## src/rtl/dual_debounce_conditioner_pkg.sv

```systemverilog
// Shared types and constants for the dual debounce conditioner.
package dual_debounce_conditioner_pkg;

  localparam int CNT_W = 4;

  typedef enum logic [1:0] {
    LOW_STABLE  = 2'd0,
    LOW_CHECK   = 2'd1,
    HIGH_STABLE = 2'd2,
    HIGH_CHECK  = 2'd3
  } db_state_e;

endpackage

```

## src/rtl/debounce_channel.sv

```systemverilog
// One conditioner channel: 2-flop synchroniser, debounce FSM, rise pulse and
// stretched pulse.
//   state       | meaning
//   LOW_STABLE  | lvl=0, input agrees, cnt=0
//   LOW_CHECK   | lvl=0, input differs, counting toward acceptance
//   HIGH_STABLE | lvl=1, input agrees, cnt=0
//   HIGH_CHECK  | lvl=1, input differs, counting toward acceptance
module debounce_channel
  import dual_debounce_conditioner_pkg::*;
#(
  parameter int DB_CYCLES = 8,
  parameter int STRETCH   = 4
) (
  input  logic i_clk,
  input  logic i_rst,
  input  logic i_in,
  output logic o_lvl,
  output logic o_rise,
  output logic o_bnc,
  output logic o_str
);

  localparam logic [CNT_W-1:0] CNT_LAST   = CNT_W'(DB_CYCLES - 1);
  localparam logic [CNT_W-1:0] STRETCH_LD = CNT_W'(STRETCH);

  logic             r_sync1;
  logic             r_sync2;
  db_state_e        r_state;
  db_state_e        w_state_nxt;
  logic [CNT_W-1:0] r_cnt;
  logic [CNT_W-1:0] w_cnt_nxt;
  logic [CNT_W-1:0] r_sc;
  logic [CNT_W-1:0] w_sc_nxt;
  logic             r_rise;
  logic             w_rise_nxt;
  logic             w_lvl;

  assign w_lvl = (r_state == HIGH_STABLE) || (r_state == HIGH_CHECK);

  always_ff @(posedge i_clk or posedge i_rst) begin
    if (i_rst) begin
      r_sync1 <= 1'b0;
      r_sync2 <= 1'b0;
      r_state <= LOW_STABLE;
      r_cnt   <= '0;
      r_rise  <= 1'b0;
      r_sc    <= '0;
    end else begin
      r_sync1 <= i_in;
      r_sync2 <= r_sync1;
      r_state <= w_state_nxt;
      r_cnt   <= w_cnt_nxt;
      r_rise  <= w_rise_nxt;
      r_sc    <= w_sc_nxt;
    end
  end

  always_comb begin
    w_state_nxt = r_state;
    w_cnt_nxt   = '0;
    w_rise_nxt  = 1'b0;
    w_sc_nxt    = (r_sc != '0) ? r_sc - CNT_W'(1) : r_sc;

    if (r_sync2 == w_lvl) begin
      w_state_nxt = w_lvl ? HIGH_STABLE : LOW_STABLE;
    end else if (r_cnt == CNT_LAST) begin
      w_state_nxt = w_lvl ? LOW_STABLE : HIGH_STABLE;
      // Only an accepted 0->1 pulses; a reload extends an active stretch.
      if (!w_lvl) begin
        w_rise_nxt = 1'b1;
        w_sc_nxt   = STRETCH_LD;
      end
    end else begin
      w_cnt_nxt   = r_cnt + CNT_W'(1);
      w_state_nxt = w_lvl ? HIGH_CHECK : LOW_CHECK;
    end
  end

  assign o_lvl  = w_lvl;
  assign o_rise = r_rise;
  assign o_bnc  = (r_sync2 != w_lvl);
  assign o_str  = (r_sc != '0);

endmodule

```

## src/rtl/dual_debounce_conditioner.sv

```systemverilog
// 8-in/8-out tile: two independent debounce channels with optional input
// inversion, feeding the counter tile's clock-select inputs.
module dual_debounce_conditioner
  import dual_debounce_conditioner_pkg::*;
#(
  parameter int DB_CYCLES = 8,
  parameter int STRETCH   = 4
) (
  input  logic [7:0] io_in,
  output logic [7:0] io_out
);

  logic w_clk;
  logic w_rst;
  logic w_in_a;
  logic w_in_b;
  logic w_lvl_a, w_lvl_b;
  logic w_rise_a, w_rise_b;
  logic w_bnc_a, w_bnc_b;
  logic w_str_a, w_str_b;
  logic w_unused;

  assign w_clk    = io_in[0];
  assign w_rst    = io_in[1];
  assign w_in_a   = io_in[2] ^ io_in[4];
  assign w_in_b   = io_in[3] ^ io_in[4];
  assign w_unused = ^io_in[7:5];

  debounce_channel #(
    .DB_CYCLES (DB_CYCLES),
    .STRETCH   (STRETCH)
  ) u_chan_a (
    .i_clk  (w_clk),
    .i_rst  (w_rst),
    .i_in   (w_in_a),
    .o_lvl  (w_lvl_a),
    .o_rise (w_rise_a),
    .o_bnc  (w_bnc_a),
    .o_str  (w_str_a)
  );

  debounce_channel #(
    .DB_CYCLES (DB_CYCLES),
    .STRETCH   (STRETCH)
  ) u_chan_b (
    .i_clk  (w_clk),
    .i_rst  (w_rst),
    .i_in   (w_in_b),
    .o_lvl  (w_lvl_b),
    .o_rise (w_rise_b),
    .o_bnc  (w_bnc_b),
    .o_str  (w_str_b)
  );

  assign io_out = {w_str_b, w_str_a, w_bnc_b, w_bnc_a,
                   w_rise_b, w_rise_a, w_lvl_b, w_lvl_a};

endmodule

```

## config.mk

```make
export PLATFORM = sky130hd
export DESIGN_NAME = dual_debounce_conditioner
export DESIGN_NICKNAME = d
export VERILOG_FILES = /design/src/rtl/dual_debounce_conditioner_pkg.sv /design/src/rtl/debounce_channel.sv /design/src/rtl/dual_debounce_conditioner.sv
export SDC_FILE = /design/constraint.sdc
export NUM_CORES = 1
export LEC_CHECK = 0
export ABC_AREA = 1
export ABC_CLOCK_PERIOD_IN_PS = 1700
export BUFFER_PORTS_ARGS = -buffer_cell sky130_fd_sc_hd__buf_2
export CAP_MARGIN = 25
export CORE_ASPECT_RATIO = 0.7
export CORE_UTILIZATION = 45
export CTS_CLUSTER_DIAMETER = 120
export DETAILED_ROUTE_END_ITERATION = 6
export PLACE_DENSITY = 0.63
export SLEW_MARGIN = 40
export SYNTH_ARGS = -nofsm -noshare
export SYNTH_HDL_FRONTEND = slang
export SYNTH_SLANG_ARGS = --single-unit
```

## constraint.sdc

```tcl
create_clock -name io_in -period 1.7 [get_ports io_in]
set_clock_uncertainty 0.2 [all_clocks]
set_input_delay 0.34 -clock io_in [delete_from_list [all_inputs] [get_ports io_in]]
set_output_delay 0.34 -clock io_in [all_outputs]
set_load 0.05 [all_outputs]
```

==> flow_summary_export.csv <==
group,metric,value,unit
timing,fmax,589,MHz
routing,drtPass1Iterations,4,
floorplanning,die_width,64.0,µm
finish,drive_above_1_share,0.289,
logic_synthesis,ys_warn_count,0,
critical_path,r2r-start,"u_chan_b.r_sc[1]",
logic_synthesis,synth_seq_cells,24,
finish,fin_cells,214,
clock_network,clock_latency,0.26,ns
run,max_cap_viol_count,0,
logic_synthesis,syn_inst,139,
floorplanning,start_util,0.482,
grt,grt-ovfl-total,0,
grt,track_usage,0.167,
finish,fin_nets,193,
critical_path,startpoint,"u_chan_b.r_sc[0]",
routing,vias,970,
critical_path,max_stage_delay,0.39,ns
critical_path,crit_chain,"inv_2 -> ha_4 -> nand2_4 -> buf_6",
clock_network,ctsHoldBuffers,0,
status,status,"complete, but fails checks",
timing,setup_viol,0,
clock_network,clkTransAtPathRegs,0.07,ns
critical_path,critPathTopFamily,"flip-flops",
finish,syn_to_final_growth,29.6,%
routing,via_per_inst,4.53,
routing,ant_nets,0,
logic_synthesis,syn-num-nets,151,
grt,antenna_found_initial,0,
timing,worst_slew_pin_slew,0.249,ns
critical_path,r2r_cells,7,
place,dp_hpwl,1310,µm
critical_path,arrival,1.16,ns
timing,drv_slew,0,
routing,first_iter_violations,90,
logic_synthesis,netlist_area,1210,µm²
timing,fin_crit_sh,0.999,
status,failed_checks,"negative hold slack",
timing,whs,-0.384,ns
timing,hold_viol,2,
power_and_ir_drop,p_leak,0.800,nW
place,gp_congestion,0.832,
floorplanning,num_rows,15,
grt,grt_max_degree,14,
critical_path,rrSetupSlack,0.29,ns
routing,drc,0,
logic_synthesis,seq_area_frac_synth,0.495,
place,port_buffers,8,
critical_path,critPathCapture,"io_out[7]",
floorplanning,die-area,2910,µm²
critical_path,critical_path_class,"flop to output pin",
critical_path,worst-path-buf-inv,2,
timing,period_minus_slack,1.70,ns
logic_synthesis,ys_types,18,
timing,maxSlewHeadroom,0.835,
floorplanning,chipHeight,45.4,µm
routing,wl_per_cell,10.5,µm
floorplanning,core,2510,µm²
critical_path,worst-path-max-fanout,5,
finish,n_antenna_cell,0,
critical_path,cp.depth,4,
critical_path,r2r-end,"u_chan_b.r_sc[3]",
power_and_ir_drop,p_per_area,1110,nW/µm²
worst_hold_path,hold_path.class,"clock port to flop",
critical_path,cp-start-kind,"flop",
critical_path,cp_slowest_cell,"dfrtp_1",
critical_path,critPathRequiredTime,1.16,ns
routing,wirelength,2250,µm
power_and_ir_drop,ir_drop,858,µV
clock_network,cts_tree,"done",
grt,grt_pass1_vias,965,
critical_path,critPathCaptureType,"output pin",
floorplanning,pin_count,16,
logic_synthesis,avgSynthCellArea,8.72,µm²
grt,grt_pass1_wl,3340,µm
timing,rsz0062_at_grt,"yes",
place,placed_cells,171,
placed cells by master, fill, tap and decap left out, drive strengths merged:
cell      Yosys  layout
a21oi         4       4
buf           8      18
clkbuf        2       9
clkinvlp      0       1
dfrtp        24      24
ha            4       4
inv          21      44
nand2        38      38
nand3        10      10
nand4         2       2
nor2         20      20
o21ai         2       2
xor2          4       4
Yosys cell counts, drive strengths merged:
master	n	area (µm²)
a21oi	4	20.0
buf	8	60.1
clkbuf	2	7.51
dfrtp	24	601
ha	4	50.1
inv	21	78.8
nand2	38	183
nand3	10	60.1
nand4	2	12.5
nor2	20	95.1
o21ai	2	10.0
xor2	4	35.0
worst register-to-register path: stages (launching register included):
cell	delay, ns
dfrtp_1	0.41
buf_4	0.15
buf_4	0.12
nor2_1	0.16
nand2_1	0.09
nand2_1	0.06
nand2_1	0.04
nor2_1	0.10
cells by family (layout without fill, tap and decap cells):
kind of cell | count (synthesis) | count (layout) | synth area share
DFF | 24 | 24 | 0.495
xor gates and xnor gates | 4 | 4 | 0.0289
and+or+nand+nor | 70 | 70 | 0.289
adders and majority gates | 4 | 4 | 0.0413
AOI/OAI and AO/OA | 6 | 6 | 0.0248
buffers and inverters | 31 | 72 | 0.121
per-stage QoR:
| stage | setup slack (ns) | total power [W] | util | setup TNS, ns | instance area (µm²) |
|---|---|---|---|---|---|
| after floorplan | 0.186 | 0.000777 | - | 0 | 1210 |
| after global placement | 0.138 | 0.000777 | 0.488 | 0 | 1230 |
| after detailed placement | 0.103 | 0.000777 | 0.488 | 0 | 1230 |
| after CTS | -0.0123 | 0.00182 | 0.594 | -0.0123 | 1490 |
| after global routing | -0.0380 | 0.00190 | 0.625 | -0.0594 | 1570 |
| final | 0.00217 | 0.00174 | 0.625 | 0 | 1570 |
power breakdown:
part / switching (W) / internal [W] / leakage (nW) / total (W)
clock: 0.000606 / 0.000566 / 0.201 / 0.00117
sequential: 0 / 0.000565 / 0.336 / 0.000565
combinational: 0 / 0 / 0.262 / 0.000000000262
cell type report:
cell class,count,area [µm²]
clock buffers,9,124
clock inverters,25,95.1
fillers,211,943
inverters,20,75.1
multi-input cells,84,490
flip-flops and latches,24,601
well taps,34,42.5
repair buffers,18,144
routing by layer:
metal  routed length (µm)  GRT usage  share of wire  vias up
met1                 1130      0.167           0.50      451
met2                 1010      0.191           0.45       17
li1                     -          -              -      498
met5                    0          0              0        -
met3                   81      0.120          0.036        4
met4                   23      0.241          0.010        0
flip-flops by register name, summed over array words and instances (netlist names):
register and cells:
u_chan_a.r_state 1, u_chan_b.o_rise 1, u_chan_b.r_sc 4, u_chan_a.r_sc 4, u_chan_b.r_cnt 4, u_chan_b.r_state 1
u_chan_a.r_sync2 1, u_chan_b.r_sync2 1, u_chan_a.r_cnt 4, u_chan_a.o_rise 1, u_chan_b.r_sync1 1, u_chan_a.r_sync1 1
repair_timing:
action / CTS / global route
setup buffers: 1 / 9
pin swaps: 0 / 3
resized for setup: 12 / 5
endpoints found under the setup margin: 4 / 4
how the worst min path moves through the flow:
stage                         from               end  slack, ns  depth (start not counted)
after global routing      io_in[3]  u_chan_b.r_sync1      -0.40                          1
after floorplan           io_in[2]  u_chan_a.r_sync1      -0.11                          1
after CTS                 io_in[3]  u_chan_b.r_sync1      -0.39                          1
final                     io_in[3]  u_chan_b.r_sync1      -0.38                          1
after global placement    io_in[2]  u_chan_a.r_sync1      -0.11                          1
after detailed placement  io_in[2]  u_chan_a.r_sync1      -0.11                          1
(Power assumes the default switching activity.)
